File: src/rtl/muldiv_sequencer_if.sv
// Handshake and data bundle between the uCISC control unit and the iterative
// multiply/divide sequencer.
//   master: control unit side (drives request, operands and current flags)
//   slave : sequencer side (drives busy/done strobes, results and flags word)
// Signals:
//   start, op_code, source, destination, flags          -> request
//   busy, done, result_out, remainder_out, flags_out,
//   write_flags                                          <- completion
interface muldiv_sequencer_if #(
    parameter int unsigned WIDTH = 16
);
    logic             start;
    logic [3:0]       op_code;
    logic [WIDTH-1:0] source;
    logic [WIDTH-1:0] destination;
    logic [15:0]      flags;
    logic             busy;
    logic             done;
    logic [WIDTH-1:0] result_out;
    logic [WIDTH-1:0] remainder_out;
    logic [15:0]      flags_out;
    logic             write_flags;

    modport master (
        output start, op_code, source, destination, flags,
        input  busy, done, result_out, remainder_out, flags_out, write_flags
    );

    modport slave (
        input  start, op_code, source, destination, flags,
        output busy, done, result_out, remainder_out, flags_out, write_flags
    );
endinterface

File: src/rtl/muldiv_sequencer.sv
// Iterative unsigned multiply (op 4'hC) / restoring divide (op 4'hD) for the
// uCISC core, one bit per clock.
// Ports:
//   clock   : rising-edge system clock
//   reset_n : asynchronous active-low reset
//   bus     : muldiv_sequencer_if.slave (request in, results/flags out)
// flags_out layout: {flags[15:5] sampled at start, divide_error, overflow,
//                    carry, negative, zero}; write_flags mirrors done.
module muldiv_sequencer #(
    parameter int unsigned WIDTH = 16,
    parameter int unsigned STEPS = 16
) (
    input logic             clock,
    input logic             reset_n,
    muldiv_sequencer_if.slave bus
);
    localparam int unsigned CNT_W = $clog2(STEPS);
    localparam logic [CNT_W-1:0] LAST = CNT_W'(STEPS - 1);

    typedef enum logic [1:0] {IDLE, RUN, DONE} state_t;

    state_t           state, state_nxt;
    logic [CNT_W-1:0] cnt;
    logic             is_div;
    logic [WIDTH-1:0] opnd;      // multiplicand or divisor
    logic [WIDTH-1:0] hi;        // product high half / partial remainder
    logic [WIDTH-1:0] lo;        // multiplier shifting out / quotient shifting in
    logic [10:0]      flags_hi;
    logic [WIDTH-1:0] result_q;
    logic [WIDTH-1:0] rem_q;
    logic [15:0]      flags_q;

    logic             start_ok;
    logic             start_div;
    logic             div_zero;
    logic [WIDTH-1:0] hi_nxt;
    logic [WIDTH-1:0] lo_nxt;
    logic [WIDTH:0]   sum;
    logic [WIDTH:0]   trial;
    logic             mul_ovf;

    // Requests are taken in IDLE and in DONE, the latter giving back-to-back ops.
    assign start_div = (bus.op_code == 4'hD);
    assign start_ok  = bus.start && (bus.op_code == 4'hC || start_div) && (state != RUN);
    assign div_zero  = start_div && (bus.source == '0);

    always_comb begin
        hi_nxt  = hi;
        lo_nxt  = lo;
        sum     = '0;
        trial   = '0;
        if (is_div) begin
            // Restoring step: shift next dividend bit into the remainder,
            // keep the subtraction only when it does not borrow.
            trial = {hi, lo[WIDTH-1]} - {1'b0, opnd};
            if (!trial[WIDTH]) begin
                hi_nxt = trial[WIDTH-1:0];
                lo_nxt = {lo[WIDTH-2:0], 1'b1};
            end else begin
                hi_nxt = {hi[WIDTH-2:0], lo[WIDTH-1]};
                lo_nxt = {lo[WIDTH-2:0], 1'b0};
            end
        end else begin
            // Shift-add: the carry of the add becomes the new top bit as the
            // whole {carry, hi, lo} accumulator shifts right by one.
            sum    = {1'b0, hi} + (lo[0] ? {1'b0, opnd} : '0);
            hi_nxt = sum[WIDTH:1];
            lo_nxt = {sum[0], lo[WIDTH-1:1]};
        end
        mul_ovf = !is_div && (hi_nxt != '0);
    end

    always_comb begin
        state_nxt = state;
        case (state)
            IDLE, DONE: begin
                if (start_ok) state_nxt = div_zero ? DONE : RUN;
                else          state_nxt = IDLE;
            end
            RUN:     if (cnt == LAST) state_nxt = DONE;
            default: state_nxt = IDLE;
        endcase
    end

    always_ff @(posedge clock or negedge reset_n) begin
        if (!reset_n) begin
            state    <= IDLE;
            cnt      <= '0;
            is_div   <= 1'b0;
            opnd     <= '0;
            hi       <= '0;
            lo       <= '0;
            flags_hi <= '0;
            result_q <= '0;
            rem_q    <= '0;
            flags_q  <= '0;
        end else begin
            state <= state_nxt;
            if (state == RUN) begin
                hi  <= hi_nxt;
                lo  <= lo_nxt;
                cnt <= cnt + CNT_W'(1);
                if (cnt == LAST) begin
                    result_q <= lo_nxt;
                    rem_q    <= hi_nxt;
                    flags_q  <= {flags_hi, 1'b0, mul_ovf, mul_ovf,
                                 lo_nxt[WIDTH-1], (lo_nxt == '0)};
                end
            end else if (start_ok) begin
                is_div   <= start_div;
                flags_hi <= bus.flags[15:5];
                cnt      <= '0;
                hi       <= '0;
                if (start_div) begin
                    opnd <= bus.source;
                    lo   <= bus.destination;
                end else begin
                    opnd <= bus.destination;
                    lo   <= bus.source;
                end
                if (div_zero) begin
                    result_q <= '1;
                    rem_q    <= bus.destination;
                    flags_q  <= {bus.flags[15:5], 5'b10010};
                end
            end
        end
    end

    assign bus.busy          = (state != IDLE);
    assign bus.done          = (state == DONE);
    assign bus.write_flags   = (state == DONE);
    assign bus.result_out    = result_q;
    assign bus.remainder_out = rem_q;
    assign bus.flags_out     = flags_q;
endmodule

File: src/flat_wrapper.sv
// flat-port wrapper written by rule: the top's interface ports become plain ports
module muldiv_sequencer_flat 
#(
    parameter int unsigned WIDTH = 16,
    parameter int unsigned STEPS = 16
)
  (clock, reset_n, bus_start, bus_op_code, bus_source, bus_destination, bus_flags, bus_busy, bus_done, bus_result_out, bus_remainder_out, bus_flags_out, bus_write_flags);
  muldiv_sequencer_if #(.WIDTH(WIDTH)) bus_i ();
  input logic clock;
  input logic reset_n;
  input wire logic [$bits(bus_i.start)-1:0] bus_start;
  input wire logic [$bits(bus_i.op_code)-1:0] bus_op_code;
  input wire logic [$bits(bus_i.source)-1:0] bus_source;
  input wire logic [$bits(bus_i.destination)-1:0] bus_destination;
  input wire logic [$bits(bus_i.flags)-1:0] bus_flags;
  output wire logic [$bits(bus_i.busy)-1:0] bus_busy;
  output wire logic [$bits(bus_i.done)-1:0] bus_done;
  output wire logic [$bits(bus_i.result_out)-1:0] bus_result_out;
  output wire logic [$bits(bus_i.remainder_out)-1:0] bus_remainder_out;
  output wire logic [$bits(bus_i.flags_out)-1:0] bus_flags_out;
  output wire logic [$bits(bus_i.write_flags)-1:0] bus_write_flags;
  assign bus_i.start = bus_start;
  assign bus_i.op_code = bus_op_code;
  assign bus_i.source = bus_source;
  assign bus_i.destination = bus_destination;
  assign bus_i.flags = bus_flags;
  assign bus_busy = bus_i.busy;
  assign bus_done = bus_i.done;
  assign bus_result_out = bus_i.result_out;
  assign bus_remainder_out = bus_i.remainder_out;
  assign bus_flags_out = bus_i.flags_out;
  assign bus_write_flags = bus_i.write_flags;
  muldiv_sequencer #(.WIDTH(WIDTH), .STEPS(STEPS)) u_core (.clock(clock), .reset_n(reset_n), .bus(bus_i));
endmodule
File: config.mk
export PLATFORM = sky130hd
export DESIGN_NAME = muldiv_sequencer_flat
export DESIGN_NICKNAME = d
export VERILOG_FILES = /design/src/rtl/muldiv_sequencer_if.sv /design/src/rtl/muldiv_sequencer.sv /design/src/flat_wrapper.sv
export SDC_FILE = /design/constraint.sdc
export NUM_CORES = 1
export LEC_CHECK = 0
export ABC_CLOCK_PERIOD_IN_PS = 8800
export CAP_MARGIN = 20
export CORE_UTILIZATION = 55
export DETAILED_ROUTE_END_ITERATION = 10
export PLACE_DENSITY = 0.83
export SLEW_MARGIN = 10
export SYNTH_ARGS = -nofsm -noshare
export SYNTH_HDL_FRONTEND = slang
export SYNTH_SLANG_ARGS = --single-unit
export TNS_END_PERCENT = 5
File: constraint.sdc
create_clock -name clock -period 8.8 [get_ports clock]
set_input_delay 1.76 -clock clock [delete_from_list [all_inputs] [get_ports clock]]
set_output_delay 1.76 -clock clock [all_outputs]
set_load 0.01 [all_outputs]
==> results of run 1 <==
==> cells by family (layout without fill, tap and decap cells) <==
group                      Yosys count  in the layout
adders and majority gates           35             35
buffers and inverters               76            149
AOI/OAI and AO/OA                  237            237
muxes                               25             25
xor gates and xnor gates            17             17
and+or+nand+nor                    366            366
DFF                                112            112
==> per-layer routing <==
| metal | vias up | share of wire | GRT usage |
|---|---|---|---|
| met5 | - | 0 | 0 |
| met4 | 0 | 0.036 | 0.1367 |
| met3 | 65 | 0.084 | 0.06385 |
| met2 | 361 | 0.45 | 0.4777 |
| met1 | 3313 | 0.43 | 0.4370 |
| li1 | 3238 | - | - |
==> cell usage in the layout, fill, tap and decap left out, drive strengths merged, types with 4 or more instances in the layout <==
| master | count |
|---|---|
| nand2 | 164 |
| dfrtp | 112 |
| clkdlybuf4s50 | 99 |
| nor2 | 94 |
| a31oi | 48 |
| a21oi | 41 |
| o21ai | 40 |
| ha | 33 |
| inv | 27 |
| and2 | 22 |
| nor3 | 21 |
| mux2i | 20 |
| a21o | 18 |
| nand3 | 17 |
| a211oi | 12 |
| o21a | 11 |
| clkbuf | 10 |
| buf | 10 |
| xor2 | 9 |
| a221oi | 9 |
| nor4 | 9 |
| a311oi | 9 |
| o211ai | 8 |
| xnor2 | 8 |
| and3 | 8 |
| nor2b | 7 |
| nand2b | 7 |
| o22ai | 6 |
| mux2 | 5 |
| nand4 | 5 |
| a31o | 5 |
| or2 | 5 |
| or3 | 4 |
==> tightest hold or removal path, stage by stage, from the launching register on <==
cell and delay [ns]:
dfrtp_1 0.34, nand2_1 0.05, nand2_1 0.06
==> registers in the layout (all words and copies together), names as in the netlist <==
| register | count |
|---|---|
| u_core.bus.result_out | 15 |
| u_core.flags_hi | 11 |
| u_core.bus.remainder_out | 16 |
| u_core.opnd | 16 |
| u_core.cnt | 4 |
| u_core.lo | 16 |
| u_core.state | 2 |
| u_core.bus.flags_out | 15 |
| u_core.is_div | 1 |
| u_core.hi | 16 |
==> worst max path at each step <==
stage | start | endpoint | slack (ns) | cells after the start
after global placement | bus_op_code[2] | u_core.bus.remainder_out[14]$_DFFE_PN0P_ | 4.07 | 11
final | bus_op_code[3] | u_core.bus.remainder_out[14]$_DFFE_PN0P_ | 4.36 | 11
after global routing | bus_op_code[3] | u_core.bus.remainder_out[14]$_DFFE_PN0P_ | 4.04 | 11
after CTS | bus_op_code[3] | u_core.bus.remainder_out[14]$_DFFE_PN0P_ | 4.39 | 11
after floorplan | bus_op_code[2] | u_core.bus.result_out[7]$_DFFE_PN0P_ | 5.43 | 9
after detailed placement | bus_op_code[3] | u_core.bus.remainder_out[14]$_DFFE_PN0P_ | 4.04 | 11
==> report_power, final <==
part / total [W] / leakage [nW] / switching [W] / internal [W]
logic: 0.00225 / 2.32 / 0.00129 / 0.000956
registers: 0.000946 / 1.25 / 0.000225 / 0.000721
clock network: 0.000382 / 0.122 / 0.000189 / 0.000193
total: 0.00358 / 3.69 / 0.00171 / 0.00187
==> cell type report <==
class / count / area, um2
Fill cell: 1072 / 4110
Timing Repair Buffer: 109 / 1079
Clock inverter: 5 / 40.04
Clock buffer: 10 / 229.0
Inverter: 25 / 93.84
Multi-Input combinational cell: 680 / 4151
Sequential cell: 112 / 2804
Tap cell: 172 / 215.2
==> per-stage QoR <==
step | total power [W] | setup slack, ns | utilization | cells
5_1_grt | 0.003837 | 4.041 | 0.6769 | 1113
4_1_cts | 0.003530 | 4.385 | 0.6754 | 1112
6_report | 0.003576 | 4.356 | 0.6769 | 1113
3_5_place_dp | 0.003138 | 4.043 | 0.6542 | 1097
3_3_place_gp | 0.003071 | 4.071 | 0.6542 | 1097
2_1_floorplan | 0.002500 | 5.429 | - | 868
==> flow_metrics.tcl, run 1 <==
set metrics [dict create \
    outcome "finished clean" \
    ctsResizeCount 0 \
    antenna_found_initial 0 \
    clock_latency_ns 0.35 \
    clk_pin_slew_ns 0.07 \
    cp-end-kind "flop" \
    wire_per_inst_um 18.61 \
    peakVddDrop_mv 0.2288 \
    synthMuxAreaShare 0.03539 \
    route.detailed.drc 0 \
    track_usage 0.3142 \
    clock_sinks 112 \
    ys_seq_area_frac 0.3867 \
    n_antenna_cell 0 \
    synth.top_cell.area_share 0.3867 \
    die_area_um2 13640 \
    setup_tns_ns 0 \
    crit_slowest_cell "nand2_1" \
    clock_path_buffers 2 \
    setup_viol 0 \
    ys_top_cells_by_count "163 x nand2_1, 112 x dfrtp_1, 93 x nor2_1" \
    drive_above_1_share 0.06589 \
    whs_path_depth 2 \
    hold_end "u_core.flags_hi[3]$_DFFE_PN0P_" \
    grt_max_degree 61 \
    wl_um 20710 \
    rsz0062_at_grt "false" \
    critPathMaxStageDelay_ns 0.60 \
    routabilityCongestion 0.8933 \
    die_w_um 116.8 \
    place_area_um2 8323 \
    worstPathArrival_ns 4.73 \
    synth-xor-area-share 0.02055 \
    layout.nets 1027 \
    hold_slack_ns 0.4791 \
    cts_inserted_buffers 9 \
    async_reset_ff_frac 1.000 \
    synthTopCellsByArea "dfrtp_1 39%, nand2_1 8.4%, ha_1 5.7%" \
    synth_cell_type_count 74 \
    post_drt_via_cell_ratio 6.269 \
    first_global_vias 6549 \
    worst-path-buf-inv 2 \
    synth.most_common_cell "nand2_1" \
    finish.instance_area_um2 8612 \
    period_needed_ns 4.444 \
    syn_inst 868 \
    die_h_um 116.8 \
    yosys.area_share.adder 0.06250 \
    crit_path_start_kind "input port" \
    vias 6977 \
    path_common_cell "nand2_1" \
    cts_tree "done" \
    worstMarginPinSlew_ns 0.9097 \
    coreArea_um2 12720 \
    start_util 0.5696 \
    synth_nets 958 \
    ys_seq_elements 112 \
    synth-simple-area-share 0.2246 \
    max_cap_violations 0 \
    finalHoldViolations 0 \
    maxSlewHeadroom 0.3921 \
    cp_max_fo 57 \
    synth_top_family_by_area "compound AO/OA/AOI/OAI gates" \
    cts_htree_levels 3 \
    crit_required_ns 9.09 \
    rows 41 \
    hold_path.class "reg2reg" \
    drtAntennaViolNets 0 \
    rr_worst_depth 12 \
    io_buffers 100 \
    syn-mean-instance-area_um2 8.349 \
    path_cells "clkdlybuf4s50_1 -> nand2_1 -> nor2_1 -> nand2_1 -> nor2_1 -> nand2_1 -> nand2_2 -> buf_4 -> o21ai_0 -> a21oi_1 -> a21o_1" \
    dr.pass1.iters 6 \
    area_growth_syn_to_layout_pct 18.84 \
    yosysWarnings 0 \
    fmax_mhz 225.0 \
    r2r-start "u_core.lo[15]$_DFFE_PN0P_" \
    cts_setup_buffers 0 \
    p_leak_nw 3.686 \
    drt_iter0_drc 635 \
    clock-root-buffer "clkbuf_16" \
    syn-cell-area_um2 7247 \
    worstHoldStart "u_core.flags_hi[3]$_DFFE_PN0P_" \
    holdBufCountCts 0 \
    path_class "in2reg" \
    synth_compound_area_frac 0.2265 \
    ff2ff_setup_slack_ns 4.80 \
    synth_edf_count 0 \
    grt_pass1_wl_um 32940 \
    power.density_nw_per_um2 415.3 \
    yosys.area.top_type "dfrtp_1" \
    post-dp-hpwl_um 14940 \
    overflow 0 \
    fin_crit_sh 0.5050 \
    finClkSkew_ns 0.01119 \
    synthFlopType "dfrtp_1" \
    rr_endpoint "u_core.bus.flags_out[3]$_DFFE_PN0P_" \
    drv_slew 0 \
    pin_count 106 \
    cp_top_family "simple AND/OR/NAND/NOR gates" \
]
No activity file was read; power rests on OpenSTA's default activity.
==> run 2, diff against run 1 <==
--- a/config.mk
+++ b/config.mk
@@ -5,7 +5,7 @@
 export SDC_FILE = /design/constraint.sdc
 export NUM_CORES = 1
 export LEC_CHECK = 0
-export ABC_CLOCK_PERIOD_IN_PS = 8800
+export ABC_CLOCK_PERIOD_IN_PS = 4100
 export CAP_MARGIN = 20
 export CORE_UTILIZATION = 55
 export DETAILED_ROUTE_END_ITERATION = 10
==> constraint.sdc (replaced) <==
create_clock -name clock -period 4.1 [get_ports clock]
set_input_delay 0.82 -clock clock [delete_from_list [all_inputs] [get_ports clock]]
set_output_delay 0.82 -clock clock [all_outputs]
set_load 0.01 [all_outputs]
==> run 2 against run 1 <==
Count of clock-buffer cells in the layout is 2 higher. Global-route usage shrank 0.35 points. Worst hold slack improved by 0.0026 ns. Via count is 1.2% higher.
==> flow_metrics.tcl, run 2 (synthesis gave the netlist of run 1 again) <==
set metrics [dict create \
    seqPwrFrac 0.256 \
    final_common_cell "nand2_1" \
    path_class "reg2reg" \
    wire_per_inst_um 18.36 \
    cp_max_fo 7 \
    post-dp-hpwl_um 15170 \
    vias 7061 \
    wl_um 20620 \
    drv_slew 0 \
    hold_path.class "reg2reg" \
    post_drt_via_cell_ratio 6.288 \
    crit_required_ns 4.31 \
    startpoint "u_core.lo[15]$_DFFE_PN0P_" \
    drtAntennaViolNets 0 \
    nFillCells 1078 \
    p_leak_nw 3.740 \
    switching_share 0.4725 \
    worstPathArrival_ns 3.80 \
    fmax_mhz 278.3 \
    antenna_found_initial 0 \
    n_antenna_cell 0 \
    internal_power_w 0.004079 \
    cts_inserted_buffers 9 \
    power_switching_w 0.003653 \
    clock_latency_ns 0.35 \
    worstMarginPinSlew_ns 0.7480 \
    coreArea_um2 12720 \
    track_usage 0.3107 \
    outcome "finished clean" \
    worstHoldStart "u_core.flags_hi[6]$_DFFE_PN0P_" \
    io_buffers 100 \
    pin_count 106 \
    die_h_um 116.8 \
    clock_path_buffers 2 \
    finish.instance_area_um2 8685 \
    overflow 0 \
    rr_worst_depth 13 \
    fin_total_pwr_w 0.007732 \
    power.share.clock 0.107 \
    routabilityCongestion 0.9875 \
    grt_pass1_wl_um 32360 \
    start_util 0.5696 \
    whs_path_depth 2 \
    setup_viol 0 \
    dr.pass1.iters 5 \
    max_cap_violations 0 \
    maxSlewHeadroom 0.5013 \
    finalHoldViolations 0 \
    rows 41 \
    cts_tree "done" \
    fin_crit_sh 0.8764 \
    cts_htree_levels 3 \
    holdBufCountCts 0 \
    clock-root-buffer "clkbuf_16" \
    layout_common_cells "162 x nand2_1, 111 x dfrtp_1, 99 x clkdlybuf4s50_1" \
    clk_pin_slew_ns 0.07 \
    period_needed_ns 3.593 \
    drive_above_1_share 0.07361 \
    drt_iter0_drc 906 \
    cts_setup_buffers 0 \
    layout.nets 1036 \
    place_area_um2 8411 \
    rsz0062_at_grt "false" \
    grt_max_degree 60 \
    cp-end-kind "flop" \
    clock_sinks 112 \
    finClkSkew_ns 0.009305 \
    die_w_um 116.8 \
    setup_tns_ns 0 \
    area_growth_syn_to_layout_pct 19.84 \
    p_comb_frac 0.637 \
    power.density_nw_per_um2 890.3 \
    ctsResizeCount 0 \
    first_global_vias 6319 \
    peakVddDrop_mv 0.3725 \
    r2r-start "u_core.lo[15]$_DFFE_PN0P_" \
    route.detailed.drc 0 \
    ff2ff_setup_slack_ns 0.51 \
    crit_path_start_kind "flop" \
    die_area_um2 13640 \
]
==> run 2: cell types whose count changed in the layout (fill, tap and decap cells not counted) <==
| cell | before | now |
|---|---|---|
| buf_4 | 9 | 18 |
| inv_8 | 0 | 1 |
| clkinv_4 | 0 | 2 |
| clkinvlp_4 | 3 | 0 |
| clkbuf_1 | 1 | 3 |
| inv_6 | 2 | 1 |
==> run 2: final cells by class <==
type,instances,area [um2],share of cell area
clock buffer,12,236.5,0.02723
clock inverter,4,37.54,0.004322
inverter,25,93.84,0.01081
multi-input combinational,680,4151,0.4780
sequential,112,2804,0.3229
tap,172,215.2,0.02478
timing repair buffer,118,1146,0.1320
==> run 2: power groups by stage <==
stage	combinational, W	clock (W)	sequential [W]
floorplan	0.00348	0	0.00189
global placement	0.00475	0	0.00197
detailed placement	0.00483	0	0.00198
CTS	0.00486	0.000831	0.00196
global route	0.00541	0.000870	0.00202
finish	0.00492	0.000830	0.00198
==> run 2: worst max-delay path, stage by stage (launching register included) <==
cell      delay [ns]
dfrtp_1         0.41
inv_1           0.11
ha_1            0.26
fa_1            0.48
nand2b_1        0.18
a21oi_1         0.13
buf_4           0.15
o21ai_2         0.10
o221ai_2        0.41
nor2_2          0.17
a311oi_1        0.43
nand4_1         0.24
nor4_2          0.29
a31oi_1         0.11
==> run 2: path summary, 6_finish.rpt <==
kind / endpoint
max: u_core.bus.flags_out[3]$_DFFE_PN0P_
min: u_core.flags_hi[6]$_DFFE_PN0P_
max reg2reg: u_core.bus.flags_out[3]$_DFFE_PN0P_
min reg2reg: u_core.flags_hi[6]$_DFFE_PN0P_
max in group asynchronous: u_core.is_div$_DFFE_PN0P_
min in group asynchronous: u_core.bus.result_out[12]$_DFFE_PN0P_
==> run 2: through the flow <==
step	hold WS, ns	worst slack (ns)	util	cells
6_report	0.4818	0.5067	0.6826	1123
5_1_grt	0.5057	0.3124	0.6826	1123
4_1_cts	0.4805	0.5631	0.6826	1123
3_5_place_dp	0.4622	0.5622	0.6611	1107
3_3_place_gp	0.4572	0.5985	0.6611	1107
2_1_floorplan	0.4447	1.088	-	868
==> run 2: metal layers <==
| metal | part of all wire | GRT usage | up-vias |
|---|---|---|---|
| met5 | 0 | 0 | - |
| met4 | 0.026 | 0.1021 | 0 |
| met3 | 0.080 | 0.04943 | 43 |
| met2 | 0.45 | 0.4793 | 378 |
| met1 | 0.44 | 0.4489 | 3365 |
| li1 | - | - | 3275 |
==> run 3, diff against run 2 <==
--- a/config.mk
+++ b/config.mk
@@ -8,8 +8,10 @@
 export ABC_CLOCK_PERIOD_IN_PS = 4100
 export CAP_MARGIN = 20
 export CORE_UTILIZATION = 55
+export CTS_CLUSTER_SIZE = 40
 export DETAILED_ROUTE_END_ITERATION = 10
 export PLACE_DENSITY = 0.83
+export SKIP_LAST_GASP = 1
 export SLEW_MARGIN = 10
 export SYNTH_ARGS = -nofsm -noshare
 export SYNTH_HDL_FRONTEND = slang
==> results of run 3 <==
The final DEF is identical to that of run 2; final timing and power are the same.
